--- src/rtl/conv_acc_quant.sv ---
// ============================================================================
// Module   : conv_acc_quant
// Brief    : Per-pixel channel accumulator with bias add, rounding shift and
//            saturating quantisation. Optional macro RELU_EN enables ReLU.
// Revision : 1.0
// ============================================================================
`default_nettype none

module conv_acc_quant #(
  parameter int IN_W   = 21,
  parameter int ACC_W  = 32,
  parameter int NUM_CH = 16,
  parameter int BIAS_W = 16,
  parameter int OUT_W  = 8
) (
  input  logic                     clk,
  input  logic                     rstn,
  input  logic                     vld_i,
  input  logic signed [IN_W-1:0]   acc_i,
  input  logic                     clr_i,
  input  logic signed [BIAS_W-1:0] bias_i,
  input  logic [4:0]               shift_i,
  output logic signed [OUT_W-1:0]  out_o,
  output logic                     vld_o,
  output logic                     sat_o
);

  localparam int CNT_W = (NUM_CH > 1) ? $clog2(NUM_CH) : 1;
  localparam logic [CNT_W-1:0] C_LAST = CNT_W'(NUM_CH - 1);
  localparam logic signed [ACC_W-1:0] C_MAX =
    {{(ACC_W-OUT_W+1){1'b0}}, {(OUT_W-1){1'b1}}};
`ifndef RELU_EN
  localparam logic signed [ACC_W-1:0] C_MIN =
    {{(ACC_W-OUT_W+1){1'b1}}, {(OUT_W-1){1'b0}}};
`endif

  logic [CNT_W-1:0]         r_cnt;
  logic [CNT_W-1:0]         w_cnt_eff;
  logic                     w_first;
  logic                     w_last;
  logic signed [ACC_W-1:0]  w_acc_in;
  logic signed [ACC_W-1:0]  r_acc;
  logic                     r_s1_vld;
  logic signed [BIAS_W-1:0] r_s1_bias;
  logic [4:0]               r_s1_shift;
  logic signed [ACC_W-1:0]  w_bias_ext;
  logic signed [ACC_W-1:0]  r_b;
  logic                     r_s2_vld;
  logic [4:0]               r_s2_shift;
  logic signed [ACC_W-1:0]  w_rnd;
  logic signed [ACC_W-1:0]  w_rsum;
  logic signed [ACC_W-1:0]  r_r;
  logic                     r_s3_vld;
  logic                     w_hi;
  logic signed [OUT_W-1:0]  w_out;
  logic                     w_sat;

  // A clear in the same cycle as a beat makes that beat the start of a new group.
  always_comb begin
    w_cnt_eff  = clr_i ? '0 : r_cnt;
    w_first    = (w_cnt_eff == '0);
    w_last     = (w_cnt_eff == C_LAST);
    w_acc_in   = {{(ACC_W-IN_W){acc_i[IN_W-1]}}, acc_i};
    w_bias_ext = {{(ACC_W-BIAS_W){r_s1_bias[BIAS_W-1]}}, r_s1_bias};
  end

  always_ff @(posedge clk or negedge rstn) begin
    if (!rstn) begin
      r_cnt      <= '0;
      r_acc      <= '0;
      r_s1_vld   <= 1'b0;
      r_s1_bias  <= '0;
      r_s1_shift <= '0;
    end else begin
      r_s1_vld <= vld_i && w_last;
      if (vld_i) begin
        r_acc <= w_first ? w_acc_in : r_acc + w_acc_in;
        r_cnt <= w_last ? '0 : w_cnt_eff + CNT_W'(1);
        if (w_last) begin
          r_s1_bias  <= bias_i;
          r_s1_shift <= shift_i;
        end
      end else if (clr_i) begin
        r_cnt <= '0;
      end
    end
  end

  always_ff @(posedge clk or negedge rstn) begin
    if (!rstn) begin
      r_b        <= '0;
      r_s2_vld   <= 1'b0;
      r_s2_shift <= '0;
    end else begin
      r_b        <= r_acc + w_bias_ext;
      r_s2_vld   <= r_s1_vld;
      r_s2_shift <= r_s1_shift;
    end
  end

  // Adding half an LSB before the arithmetic shift rounds half toward +inf.
  always_comb begin
    w_rnd  = (r_s2_shift == 5'd0) ? '0 : (ACC_W'(1) << (r_s2_shift - 5'd1));
    w_rsum = r_b + w_rnd;
  end

  always_ff @(posedge clk or negedge rstn) begin
    if (!rstn) begin
      r_r      <= '0;
      r_s3_vld <= 1'b0;
    end else begin
      r_r      <= w_rsum >>> r_s2_shift;
      r_s3_vld <= r_s2_vld;
    end
  end

  always_comb begin
    w_hi = (r_r > C_MAX);
`ifdef RELU_EN
    // ReLU zeroing is not a saturation event; only the upper clamp flags sat.
    if (r_r[ACC_W-1]) begin
      w_out = '0;
      w_sat = 1'b0;
    end else if (w_hi) begin
      w_out = C_MAX[OUT_W-1:0];
      w_sat = 1'b1;
    end else begin
      w_out = r_r[OUT_W-1:0];
      w_sat = 1'b0;
    end
`else
    if (w_hi) begin
      w_out = C_MAX[OUT_W-1:0];
      w_sat = 1'b1;
    end else if (r_r < C_MIN) begin
      w_out = C_MIN[OUT_W-1:0];
      w_sat = 1'b1;
    end else begin
      w_out = r_r[OUT_W-1:0];
      w_sat = 1'b0;
    end
`endif
  end

  always_ff @(posedge clk or negedge rstn) begin
    if (!rstn) begin
      out_o <= '0;
      vld_o <= 1'b0;
      sat_o <= 1'b0;
    end else begin
      vld_o <= r_s3_vld;
      if (r_s3_vld) begin
        out_o <= w_out;
        sat_o <= w_sat;
      end
    end
  end

endmodule

`default_nettype wire
--- config.mk ---
export PLATFORM = sky130hd
export DESIGN_NAME = conv_acc_quant
export DESIGN_NICKNAME = d
export VERILOG_FILES = /design/src/rtl/conv_acc_quant.sv
export SDC_FILE = /design/constraint.sdc
export NUM_CORES = 1
export LEC_CHECK = 0
export BUFFER_PORTS_ARGS = -buffer_cell sky130_fd_sc_hd__buf_2
export CORE_ASPECT_RATIO = 0.8
export CORE_MARGIN = 4
export CORE_UTILIZATION = 50
export CTS_CLUSTER_DIAMETER = 40
export DETAILED_ROUTE_END_ITERATION = 16
export GPL_TIMING_DRIVEN = 0
export PLACE_DENSITY = 0.7
export SLEW_MARGIN = 20
export SYNTH_ARGS = -nofsm -noshare
export SYNTH_HDL_FRONTEND = slang
export SYNTH_SLANG_ARGS = --single-unit
export TNS_END_PERCENT = 1
--- constraint.sdc ---
create_clock -name clk -period 4.32 [get_ports clk]
set_input_delay 0.864 -clock clk [delete_from_list [all_inputs] [get_ports clk]]
set_output_delay 0.864 -clock clk [all_outputs]
set_load 0.02 [all_outputs]
Word-level counts from Yosys, hierarchy flattened
Index checks and enable logic that the tools add are counted.
{ "totals": {"ff_bits": 139, "input_bits": 46, "out_inout_bits": 10, "elab_cells": 36} }
{ "classes": {"n_addsub": 5, "n_lt_le_gt_ge": 2, "eq_ne": 1, "n_shift": 2, "n_mux": 9, "n_reduce_logical": 4} }
{ "ops": {"columns": ["operator", "n"], "rows": [
  ["32-bit 2-to-1 mux", 2],
  ["32-bit by 16-bit adder with 32-bit output", 1],
  ["32-bit by 21-bit adder with 32-bit output", 1],
  ["32-bit adder", 1],
  ["32-bit by 8-bit greater-than comparator with 1-bit output, second input constant", 1],
  ["32-bit by 8-bit < comparator with 1-bit output, second input constant", 1],
  ["1-bit by 5-bit << shifter with 32-bit output, first input constant", 1],
  ["32-bit by 5-bit >>> shifter with 32-bit output", 1],
  ["8-bit 2-to-1 mux", 2],
  ["4-bit 2-to-1 mux", 3],
  ["5-bit logical NOT", 1],
  ["5-bit by 1-bit subtractor with 5-bit output, second input constant", 1],
  ["4-bit by 1-bit adder with 4-bit output, second input constant", 1],
  ["4-bit equality test, second input constant", 1],
  ["4-bit logical NOT", 1],
  ["1-bit 2-to-1 mux", 2],
  ["2-bit AND reduction", 1],
  ["1-bit logical AND", 1]
]} }

Longest topological paths before layout
Gate-level depths: netlist (run 1).
{ "depth": {"depth_word": 5, "ltp_mapped": 19, "ltp_nobuf": 16} }

Least setup slack after synthesis (run 1)
No wires, ideal clock.
{ "synth_path": {"kind": "reg2reg", "startpoint": "register r_s2_shift[1]", "endpoint": "register r_r[9]", "setup_ns": 0.118, "arrival_time_ns": 4.552, "t_required_ns": 4.202, "slack_ns": -0.350, "stages_incl_launch_ff": 19, "n_path_buf": 2, "period_less_slack_ns": 4.670, "cell_sequence": "dfrtp_1 -> inv_1 -> clkbuf_1 -> buf_1 -> nand2_1 -> nor2_1 -> ha_1 -> inv_1 -> fa_1 -> nor2b_1 -> o211a_1 -> o21ai_2 -> a21oi_2 -> a31oi_1 -> o21ai_0 -> xor2_1 -> mux4_2 -> mux4_2 -> a21o_1"} }
{ "synth_via": {"elab_chain_len": 5, "elab_cells_between_ends": 6, "cone_classes": "add/sub (2); shift (2); mux (1); reduce/logical (1)"} }
{ "synth_lines": {"columns": ["item", "line_no", "text"], "rows": [
  ["start, declared", "49", "logic [4:0] r_s2_shift;"],
  ["start signal, assigned", "97", "r_s2_shift <= r_s1_shift;"],
  ["5-bit by 1-bit subtractor with 5-bit output", "103", "w_rnd = (r_s2_shift == 5'd0) ? '0 : (ACC_W'(1) << (r_s2_shift - 5'd1));"],
  ["1-bit by 5-bit << shifter with 32-bit output", "103", null],
  ["32-bit 2-to-1 mux", "103", null],
  ["32-bit adder", "104", "w_rsum = r_b + w_rnd;"],
  ["32-bit by 5-bit >>> shifter with 32-bit output (*)", "112", "r_r <= w_rsum >>> r_s2_shift;"],
  ["end signal, assigned", "112", null],
  ["end, declared", "52", "logic signed [ACC_W-1:0] r_r;"]
]} }
Mark *: on every way between the ends. The rest lies on a longest branch, timed or not.
A chain may end at the register's enable or synchronous reset.

Worst setup path after layout (run 1)
Ends and elaborated chain as after synthesis.

==> results of run 1 <==
through the flow:
step	total power (W)	utilization (%)	worst slack [ns]	instance area, um^2	std cells
detailed placement	0.00398	53.7	-1.43	12500	1817
global placement	0.00395	53.5	-1.37	12500	1816
floorplan	0.00339	-	0.00940	11800	1450
CTS	0.00561	59.5	-0.0253	13900	1877
global route	0.00608	61.3	-0.132	14300	1890
finish	0.00574	61.3	-0.0713	14300	1890
routing by layer:
metal	track usage (%)	vias to the layer above
li1	-	5528
met3	9.65	49
met5	0	-
met4	6.25	0
met2	39.6	550
met1	44.7	5660
layout by cell type, fill, tap and decap left out, types with 26 or more instances in the layout:
cell and count:
nand2_1 170, nor2_1 157, dfrtp_1 134, a21oi_1 130, ha_1 85, o21ai_0 67, xnor2_1 57, buf_2 55
buf_4 48, a21o_1 44, inv_1 36, nand3_1 36, clkbuf_1 31, nor3_1 30, xor2_1 28, a211oi_1 27
mux2i_1 26
synth_stat cells, drive strengths merged (26+ instances only):
library cell | number | area, um^2
a211oi | 37 | 283
a21o | 45 | 339
a21oi | 140 | 708
clkbuf | 51 | 191
dfrtp | 139 | 3480
ha | 95 | 1190
inv | 40 | 150
mux2i | 26 | 260
nand2 | 181 | 679
nand3 | 39 | 195
nor2 | 169 | 637
nor3 | 33 | 170
o21ai | 81 | 409
xnor2 | 58 | 508
xor2 | 29 | 254
kinds of logic (layout without fill, tap and decap cells):
logic type / after synthesis / in the layout
multiplexers: 49 / 49
adder cells (fa/ha/maj): 98 / 98
AO/OA/AOI/OAI: 451 / 451
XOR/XNOR: 87 / 87
buffers and inverters: 106 / 234
AND/OR/NAND/NOR: 520 / 520
flip-flops: 139 / 139
layout make-up:
type,count,area share [%]
Sequential cell,139,24.3
Clock inverter,13,1.15
Clock buffer,19,3.09
Tap cell,312,2.73
Multi-Input combinational cell,1205,59.7
Timing Repair Buffer,102,4.64
Inverter,41,1.14
Buffer,59,3.17
worst paths after layout:
check,end,startpoint,cells past startpoint
max in group asynchronous,r_b[23]$_DFF_PN0_,rstn,2
min in group clk,r_s3_vld$_DFF_PN0_,r_s2_vld$_DFF_PN0_,0
worst min register to register,r_s3_vld$_DFF_PN0_,r_s2_vld$_DFF_PN0_,0
worst max-delay path,r_r[9]$_DFF_PN0_,r_s2_shift[1]$_DFF_PN0_,17
worst max register to register,r_r[9]$_DFF_PN0_,r_s2_shift[1]$_DFF_PN0_,17
worst min-delay path,r_r[6]$_DFF_PN0_,rstn,1
sequential cells by signal (all words and copies together) (netlist names):
signal      count
r_b            32
r_s2_shift      5
r_s1_vld        1
sat_o           1
out_o           8
r_s1_bias      16
r_s2_vld        1
vld_o           1
r_s1_shift      5
r_cnt           4
r_s3_vld        1
r_r            32
r_acc          32
power by group:
group | switching [W] | leakage, nW | internal [W]
combinational | 0.00145 | 4.55 | 0.00101
clock | 0.000614 | 0.286 | 0.000925
sequential | 0.000194 | 1.68 | 0.00155
worst max-delay path: stages (launching register included):
cell	delay (ns)
dfrtp_2	0.46
inv_2	0.07
buf_8	0.14
buf_12	0.14
nor2_4	0.16
nand3_4	0.11
inv_2	0.08
ha_4	0.20
a211oi_4	0.26
o211ai_2	0.17
a21o_1	0.23
o311ai_4	0.35
a21boi_2	0.11
or3_4	0.34
and2_4	0.17
mux4_2	0.54
mux4_2	0.55
a21o_1	0.20
what timing repair did:
| action | 4_1_cts | 5_1_grt |
|---|---|---|
| pin swaps | 21 | 26 |
| buffers inserted | 32 | 15 |
| gates resized for setup | 138 | 70 |
| setup endpoints to repair | 32 | 28 |
==> impl_metrics.ini, run 1 <==
[synthesis]
synth_edf_count = 0
syn-num-nets = 1594
synth-compound-area-share_pct = 24.8
syn_inst = 1450
ys_warn_count = 0
synthAdderAreaFrac_pct = 10.6
syn-cell-area_mm2 = 0.0118
synthDistinctLibCells = 87
seq_area_frac_synth_pct = 29.4
synth-simple-area-share_pct = 19.7
synth_top_family_by_area = compound AO/OA/AOI/OAI gates
ys_seq_elements = 139
async_flop_share_pct = 100
synthMuxAreaShare_pct = 5.67
synth_xor_area_share_pct = 6.45
synth_ff_type = dfrtp_1
synth.avg_cell_area_um2 = 8.15

[job]
maxCapViolCount = 0

[sta]
setup_ws_ns = -0.0713
max_freq_mhz = 228
min_period_ns = 4.39
setup_violations = 4
slew_violations = 0
hold_violations = 0
finalSetupTns_ns = -0.147
rsz0062_at_grt = true
worst_slew_pin_slew_ns = 1.01
min_period_over_period_pct = 102
clock_skew_ns = 0.0115
holdWs_ns = 0.350
relSlewSlack_pct = 32.2

[finish]
drive_gt1_share_pct = 18.6
n_antenna_cell = 0
fillers = 2093
final_nets = 1709
seq_area_mm2 = 0.00348
syn2layout_area_growth_pct = 21.2
multiInputGateArea_mm2 = 0.00855

[global_routing]
grt_usage_pct = 29.1
grt_pass1_wl_um = 61100
grt_pass1_vias = 11045
grt_antenna_before_repair = 0
grt_max_degree = 79
grt_overflow = 0

[power_and_ir_drop]
p_leak_nw = 6.52
peakVddDrop_mv = 0.292
powerDensity_mw_per_mm2 = 401

[die]
rows = 50
initial_utilization_pct = 50.6
design.die.area_mm2 = 0.0262
core-area_mm2 = 0.0233
pin_count = 56
die_w_um = 180
die_h_um = 145

[detailed_routing]
m1WireLength_um = 18400
drt_iter0_drc = 1222
wl_per_cell_um = 20.5
wirelength_um = 38800
firstDrtPassIters = 5
ant_nets = 0
dr_wl_met2_um = 15600
drc = 0
routed-wl-met3_um = 4300
vias = 11787
topRoutingLayerUsed = met4
via_per_inst = 6.24

[clock_tree]
cts.sinks = 139
cts_tree = built
clkLatencyLatePin_ns = 0.44
path_clk_slew_ns = 0.06
cts_buffers = 17
hold_buffers = 0
clockBufferDepth = 2
cts-root-buf = clkbuf_16
h-tree-depth = 4

[setup_path]
required_ns = 4.65
crit_arrival_ns = 4.72
critPathCaptureType = register
worstSetupStartpointType = register
path_max_fanout = 4
ff2ff_setup_slack_ns = -0.07
path_class = register to register

[outcome]
run_status = finished with violations
violations = setup timing

[worst_hold_path]
holdCritPathClass = input port to async pin

[place]
numPortBuffers = 54
hpwl_um = 29100
gp_congestion = 1.02
No activity file was read; power rests on OpenSTA's default activity.
==> run 2, diff against run 1 <==
--- a/config.mk
+++ b/config.mk
@@ -5,6 +5,7 @@
 export SDC_FILE = /design/constraint.sdc
 export NUM_CORES = 1
 export LEC_CHECK = 0
+export ABC_AREA = 1
 export BUFFER_PORTS_ARGS = -buffer_cell sky130_fd_sc_hd__buf_2
 export CORE_ASPECT_RATIO = 0.8
 export CORE_MARGIN = 4
@@ -12,7 +13,7 @@
 export CTS_CLUSTER_DIAMETER = 40
 export DETAILED_ROUTE_END_ITERATION = 16
 export GPL_TIMING_DRIVEN = 0
-export PLACE_DENSITY = 0.7
+export PLACE_DENSITY = 0.69
 export SLEW_MARGIN = 20
 export SYNTH_ARGS = -nofsm -noshare
 export SYNTH_HDL_FRONTEND = slang
==> run 2 against run 1 <==
Net effect: the flow now finishes without violations; clock power is 4% lower; clock skew down 0.0013 ns; largest power group unchanged; largest cell class unchanged; combinational power is 13% lower; setup slack better by 0.26 ns; core utilization is 4.2 points lower; sequential share of layout area grew 0.41 points; design area decreased by 1.7%; sequential cell count is the same; die area grew 6.8%.
==> impl_metrics.ini, run 2 <==
[outcome]
run_status = completed

[power_and_ir_drop]
p_leak_nw = 7.55
powerDensity_mw_per_mm2 = 375
fin_total_pwr_w = 0.00528
peakVddDrop_mv = 0.304

[finish]
fillers = 2461
instances_no_fill = 2343
final_common_cell = nand2_1
seq_area_mm2 = 0.00348
final_nets = 2156
syn2layout_area_growth_pct = 11.1
multiInputGateArea_mm2 = 0.00818
n_antenna_cell = 0
utilization_pct = 57.1
reg.largest.list = r_acc x32, r_b x32, r_r x32
drive_gt1_share_pct = 10.4
fin_area_mm2 = 0.0141
most-common-layout-cells = nand2_1 (581), nand3_1 (225), inv_1 (222)

[place]
hpwl_um = 35200
dpl.cell_count = 2313
dpl_cell_area_mm2 = 0.0134
gp_congestion = 0.986
numPortBuffers = 54
dp_slack_ns = -0.215

[synthesis]
synth.avg_cell_area_um2 = 6.53
syn-num-nets = 2084
ys_seq_elements = 139
synth_top_area_share_pct = 27.5
syn_inst = 1940
syn-cell-area_mm2 = 0.0127
synthTopCellsByArea = dfrtp_1 (27%), nand2_1 (17%), ha_1 (9.4%)
async_flop_share_pct = 100
synth_edf_count = 0
synthDistinctLibCells = 51
synth_top_area_cell = dfrtp_1
ys_warn_count = 0
yosys-top-cells-count = nand2_1 (585), nand3_1 (229), inv_1 (225), nor2_1 (156), dfrtp_1 (139)
synth_ff_type = dfrtp_1
yosys.cell_count.top_type = nand2_1
seq_area_frac_synth_pct = 27.5

[setup_path]
required_ns = 4.63
startpoint = r_s2_shift[1]$_DFF_PN0_
crit_arrival_ns = 4.45
path_max_fanout = 10
ff2ff_setup_slack_ns = 0.19
critPathCaptureType = register
worstSetupStartpointType = register
rr_startpoint = r_s2_shift[1]$_DFF_PN0_
path_class = register to register

[clock_tree]
path_clk_slew_ns = 0.06
cts_buffers = 17
h-tree-depth = 4
cts.sinks = 139
cts-root-buf = clkbuf_16
clkLatencyLatePin_ns = 0.44
clockBufferDepth = 2
hold_buffers = 0
cts_tree = built

[detailed_routing]
wl_per_cell_um = 18.1
firstDrtPassIters = 6
via_per_inst = 5.72
wirelength_um = 42500
ant_nets = 0
drc = 0
vias = 13412
drt_iter0_drc = 1475

[sta]
setup_ws_ns = 0.188
clock_skew_ns = 0.0102
min_period_over_period_pct = 95.7
worst_slew_pin_slew_ns = 0.862
min_period_ns = 4.13
relSlewSlack_pct = 42.5
setup_violations = 0
rsz0062_at_grt = true
slew_violations = 0
max_freq_mhz = 242
hold_violations = 0

[global_routing]
grt_pass1_vias = 12156
grt_max_degree = 72
grt_overflow = 0
grt_usage_pct = 30.8
grt_antenna_before_repair = 0
grt_pass1_wl_um = 66200

[die]
rows = 51
die_w_um = 186
design.die.area_mm2 = 0.0279
pin_count = 56
die_h_um = 150
core-area_mm2 = 0.0246
initial_utilization_pct = 51.4

[worst_hold_path]
holdCritPathClass = register to register
hold_start = r_s1_vld$_DFF_PN0_

[job]
maxCapViolCount = 0
[run 2: logic make-up (layout without fill, tap and decap cells)]
group	count (synthesis)	count (layout)	synth area share, %
DFF	139	139	27.5
xor gates and xnor gates	57	57	3.94
and+or+nand+nor	1082	1082	37.3
muxes	1	1	0.0791
adders and majority gates	98	98	9.86
AOI/OAI and AO/OA	277	277	12.7
buffers and inverters	286	371	8.70
[run 2: worst paths after layout]
| kind | end | cells past startpoint |
|---|---|---|
| max | r_r[18]$_DFF_PN0_ | 24 |
| max in group asynchronous | r_s2_shift[4]$_DFF_PN0_ | 2 |
| min in group asynchronous | r_r[13]$_DFF_PN0_ | 1 |
| min reg2reg | r_s2_vld$_DFF_PN0_ | 0 |
| max reg2reg | r_r[18]$_DFF_PN0_ | 24 |
| min | r_s2_vld$_DFF_PN0_ | 0 |
[run 2: report_power, final]
group          switching [W]  leakage [nW]  total (W)  internal (W)
Sequential          0.000140          1.71    0.00167       0.00153
Combinational        0.00143          5.56    0.00214      0.000709
Clock               0.000614         0.280    0.00148      0.000861
[run 2: stage by stage]
| stage | TNS [ns] | hold slack, ns |
|---|---|---|
| 6_report | 0 | 0.360 |
| 5_1_grt | -0.0742 | 0.380 |
| 4_1_cts | 0 | 0.361 |
| 3_5_place_dp | -3.13 | 0.336 |
| 3_3_place_gp | -4.94 | 0.347 |
| 2_1_floorplan | 0 | 0.331 |
[run 2: final cells by class]
| class | instances | area share (%) |
|---|---|---|
| Buffer | 50 | 1.55 |
| Clock buffer | 18 | 3.05 |
| Clock inverter | 14 | 1.14 |
| Inverter | 232 | 6.23 |
| Multi-Input combinational cell | 1515 | 58.2 |
| Sequential cell | 139 | 24.8 |
| Tap cell | 318 | 2.83 |
| Timing Repair Buffer | 57 | 2.30 |
[run 2: critical path, cell delays in order (launching register included)]
cell	delay (ns)
dfrtp_1	0.32
clkbuf_4	0.25
clkinvlp_4	0.21
buf_2	0.25
nor2_1	0.15
inv_1	0.10
nor2_1	0.16
nand2_2	0.13
nor2_4	0.16
inv_1	0.07
fa_1	0.44
inv_1	0.09
nand3_1	0.06
nand3_1	0.16
nand3_1	0.11
nand3_2	0.18
nand2_1	0.13
nand2_2	0.10
nand2_1	0.07
nand3_1	0.10
nand3_2	0.15
nand3_1	0.13
nand3_1	0.16
nand3_1	0.23
nand2_1	0.08
[run 2: timing repair]
action | CTS | global route
pin swaps | 0 | 0
gates resized for setup | 5 | 28
hold endpoints to repair | 0 | 0
setup buffers | 0 | 2
endpoints found under the setup margin | 30 | 31
[run 2: metal layers]
metal	routed length (um)	track usage [%]	part of all wire [%]
met5	0	0.727	0
met4	412	5.21	0.97
met3	5440	9.93	13
met2	15200	38.3	36
met1	21400	50.7	50
